File: src/rtl/alu_issue_ctrl.sv
// alu_issue_ctrl: queues ALU commands, issues them one at a time to an external
// fixed-latency ALU and holds each captured result until the consumer accepts it.
module alu_issue_ctrl #(
    parameter int DEPTH   = 4,
    parameter int ALU_LAT = 2
) (
    input  logic       clk,
    input  logic       rst_n,
    input  logic       in_valid,
    output logic       in_ready,
    input  logic [7:0] in_opcode,
    input  logic [7:0] in_a,
    input  logic [7:0] in_b,
    output logic [7:0] alu_opcode,
    output logic [7:0] alu_a,
    output logic [7:0] alu_b,
    input  logic [7:0] alu_z,
    output logic       out_valid,
    input  logic       out_ready,
    output logic [7:0] out_z,
    output logic [7:0] out_opcode,
    output logic       busy
);
    localparam int AW = $clog2(DEPTH);
    localparam logic [AW:0] FULL = (AW+1)'(DEPTH);
    localparam logic [3:0] LAT = 4'(ALU_LAT);

    typedef enum logic [1:0] {IDLE, WAIT, HOLD} state_t;

    state_t        state;
    logic [23:0]   mem [DEPTH];
    logic [AW-1:0] wr_ptr, rd_ptr;
    logic [AW:0]   count;
    logic [3:0]    cnt;
    logic          armed;
    logic          push, pop;

    // armed keeps in_ready low until the first edge after reset release
    assign in_ready = armed && count != FULL;
    assign push     = in_valid && in_ready;
    assign pop      = state == IDLE && count != '0;
    assign busy     = state != IDLE || count != '0;

    always_ff @(posedge clk)
        if (push) mem[wr_ptr] <= {in_opcode, in_a, in_b};

    always_ff @(posedge clk or negedge rst_n) begin
        if (!rst_n) begin
            state      <= IDLE;
            armed      <= 1'b0;
            wr_ptr     <= '0;
            rd_ptr     <= '0;
            count      <= '0;
            cnt        <= '0;
            alu_opcode <= '0;
            alu_a      <= '0;
            alu_b      <= '0;
            out_valid  <= 1'b0;
            out_z      <= '0;
            out_opcode <= '0;
        end else begin
            armed <= 1'b1;
            if (push) wr_ptr <= wr_ptr + 1'b1;
            if (pop) rd_ptr <= rd_ptr + 1'b1;
            count <= count + (AW+1)'(push) - (AW+1)'(pop);
            case (state)
                IDLE: if (pop) begin
                    {alu_opcode, alu_a, alu_b} <= mem[rd_ptr];
                    cnt   <= LAT;
                    state <= WAIT;
                end
                WAIT: begin
                    cnt <= cnt - 1'b1;
                    if (cnt == 4'd1) begin
                        out_z      <= alu_z;
                        out_opcode <= alu_opcode;
                        out_valid  <= 1'b1;
                        state      <= HOLD;
                    end
                end
                HOLD: if (out_ready) begin
                    out_valid <= 1'b0;
                    state     <= IDLE;
                end
                default: state <= IDLE;
            endcase
        end
    end
endmodule

File: config.mk
export PLATFORM = sky130hd
export DESIGN_NAME = alu_issue_ctrl
export DESIGN_NICKNAME = d
export VERILOG_FILES = /design/src/rtl/alu_issue_ctrl.sv
export SDC_FILE = /design/constraint.sdc
export NUM_CORES = 1
export LEC_CHECK = 0
export CORE_MARGIN = 1
export CORE_UTILIZATION = 30
export CTS_CLUSTER_SIZE = 8
export DETAILED_ROUTE_END_ITERATION = 6
export PLACE_DENSITY = 0.56
export SYNTH_ARGS = -nofsm -noshare
export SYNTH_HDL_FRONTEND = slang
export SYNTH_SLANG_ARGS = --single-unit
export TNS_END_PERCENT = 10
File: constraint.sdc
create_clock -name clk -period 7.8 [get_ports clk]
set_clock_uncertainty 0.2 [all_clocks]
set_input_delay 0.78 -clock clk [delete_from_list [all_inputs] [get_ports clk]]
set_output_delay 0.78 -clock clk [all_outputs]
set_load 0.01 [all_outputs]
==> out/metrics.cfg <==
[placement]
io_buffers=78
dp_cells=617
gp_congestion=0.660
place_hpwl_um=6350

[floorplan]
die_h_um=142
core_area_um2=18900
dieArea_um2=20100
fp.dieW_um=142
pin_count=79
start_util_pct=30.9
rows=50

[cts]
path_clk_slew_ns=0.06
cts_resized=0
cts_buffers=17
ctsHoldBuffers=0
cts_root_buf=clkbuf_16
clkLatencyLatePin_ns=0.41
cts_max_path_buffers=2
cts_num_sinks=151
post_cts_buffers=0
htree_levels=4
cts_tree=built

[timing]
tns_ns=0
finalMaxSlewViolations=0
fmax_mhz=367
min_period_over_period_pct=34.9
max-slew-margin-rel_pct=18.2
worstMarginPinSlew_ns=1.23
finalSetupViolCount=0
finalCriticalPeriod_ns=2.72
rsz0062_at_grt=false
hold_viol_final=0

[logic_synthesis]
ys_ff_latch=151
synthTopCellsByArea=edfxtp_1, dfrtp_1, mux4_2
ys_types=38
yosysMostFrequentCell=edfxtp_1
synth_cells=283
synth_area_um2=5850
synth_edf_count=96
seq_area_frac_synth_pct=72.8
synth_top_cell_area_share_pct=49.3
avgSynthCellArea_um2=20.7
yosysWarnings=0
synth_ff_type=edfxtp_1
synth_common_cells=edfxtp_1, dfrtp_1, mux4_2
async_flop_share_pct=36.4
yosysTopAreaCell=edfxtp_1
syn-num-nets=328

[global_route]
antenna_found_initial=0
grtUsageTotal_pct=11.4
grt_max_degree=56
grt_pass1_vias=2992
overflow=0
grt_pass1_wl_um=16500

[power_and_ir_drop]
powerDensity_nw_per_um2=395
p_leak_uw=0.00273
ir_drop_mv=0.161

[detailed_routing]
ant_nets=0
dr.pass1.iters=4
finalWirelength_um=10300
drtIter0Drc=126
wl_per_cell_um=15.9
num_vias=2786
via_per_inst=4.29
drc=0

[finish]
area_growth_pct=28.3
drive_above_1_share_pct=27.0
multi_input_area_um2=1450
stdcell_count=649
nNetsFinal=421
antennaDiodeCount=0
fillers=1725
ff_latch_area_um2=4260

[worst_setup_path]
crit_required_ns=6.82
critPathCaptureType=primary output
cp_max_fo=5
cp-start-kind=flop
path_class=flop to primary output
crit_arrival_ns=1.74

[min_path]
hold_path.class=primary input to async pin

[run]
maxCapViolCount=0

[run_status]
status=completed

-- where the power goes --
group | internal [uW] | switching, uW | total, uW
combinational | 577 | 333 | 910
clock | 520 | 302 | 822
sequential | 1060 | 172 | 1230
total | 2160 | 808 | 2960
-- logic make-up (layout without fill, tap and decap cells) --
logic type               count (synthesis)  in the layout  share of synthesized area [%]
flip-flops                             151            151                           72.8
XOR/XNOR                                 6              6                          0.899
AND/OR/NAND/NOR                         20             20                           2.14
other                                    1              1                         0.0641
AO/OA/AOI/OAI                           11             11                           1.33
buffers and inverters                   20            126                           2.38
adder cells (fa/ha/maj)                  9              9                           2.05
multiplexers                            65             65                           18.3
-- path summary, 6_finish.rpt --
path / from / endpoint / cells after the start / slack [ns]
setup / recovery: state[0]$_DFFE_PN0P_ / busy / 3 / 5.08
hold / removal: rst_n / cnt[3]$_DFFE_PN0P_ / 2 / 0.30
setup reg to reg: count[1]$_DFF_PN0_ / count[2]$_DFF_PN0_ / 9 / 5.19
hold reg to reg: out_opcode[5]$_DFFE_PN0P_ / out_opcode[5]$_DFFE_PN0P_ / 1 / 0.30
max in group asynchronous: rst_n / cnt[0]$_DFFE_PN0P_ / 2 / 6.57
min in group clk: out_opcode[5]$_DFFE_PN0P_ / out_opcode[5]$_DFFE_PN0P_ / 1 / 0.30
-- worst max-delay path, stage by stage (launching register included) --
cell,delay (ns)
dfrtp_1,0.41
nor2_1,0.35
nand2_1,0.09
clkdlybuf4s50_1,0.49
-- state kept, by name, indices dropped and copies added (netlist names), 3 cells and up --
| register | count |
|---|---|
| alu_b | 8 |
| alu_a | 8 |
| out_opcode | 8 |
| alu_opcode | 8 |
| mem | 96 |
| out_z | 8 |
| count | 3 |
| cnt | 4 |
-- layout make-up --
type	instances	area share, %
Clock inverter	7	1.20
Clock buffer	25	6.87
Timing Repair Buffer	83	10.8
Inverter	11	0.617
Tap cell	260	4.34
Multi-Input combinational cell	112	19.3
Sequential cell	151	56.8
-- routing by layer --
| layer | track usage (%) | share of wire (%) |
|---|---|---|
| met1 | 13.9 | 44 |
| met2 | 18.4 | 50 |
| met3 | 4.32 | 4.9 |
| met4 | 4.24 | 0.93 |
| met5 | 0 | 0 |
-- metrics by stage --
stage / setup WS [ns] / hold WS, ns / power [uW] / area, um2 / utilization, %
2_1_floorplan: 5.28 / 0.284 / 1830 / 5850 / -
3_3_place_gp: 4.76 / 0.287 / 2160 / 6890 / 36.5
3_5_place_dp: 4.68 / 0.293 / 2190 / 6890 / 36.5
4_1_cts: 5.02 / 0.306 / 3020 / 7500 / 39.7
5_1_grt: 4.98 / 0.317 / 3130 / 7500 / 39.7
6_report: 5.08 / 0.301 / 2960 / 7500 / 39.7
-- cell usage in the layout, fill, tap and decap left out, types with 2 or more instances in the layout --
cell type,instances
clkinv_1,2
buf_4,5
dfrtp_1,54
bufinv_16,2
ha_1,8
o21ai_0,3
mux4_2,24
clkdlybuf4s50_1,77
clkbuf_8,6
clkbuf_16,17
clkinvlp_4,3
clkbuf_1,2
inv_1,10
mux2_2,23
nor2_1,3
nand2b_1,2
edfxtp_1,96
mux2_4,18
and2_1,4
xnor2_1,5
nand2_1,2
(Power assumes the default switching activity.)
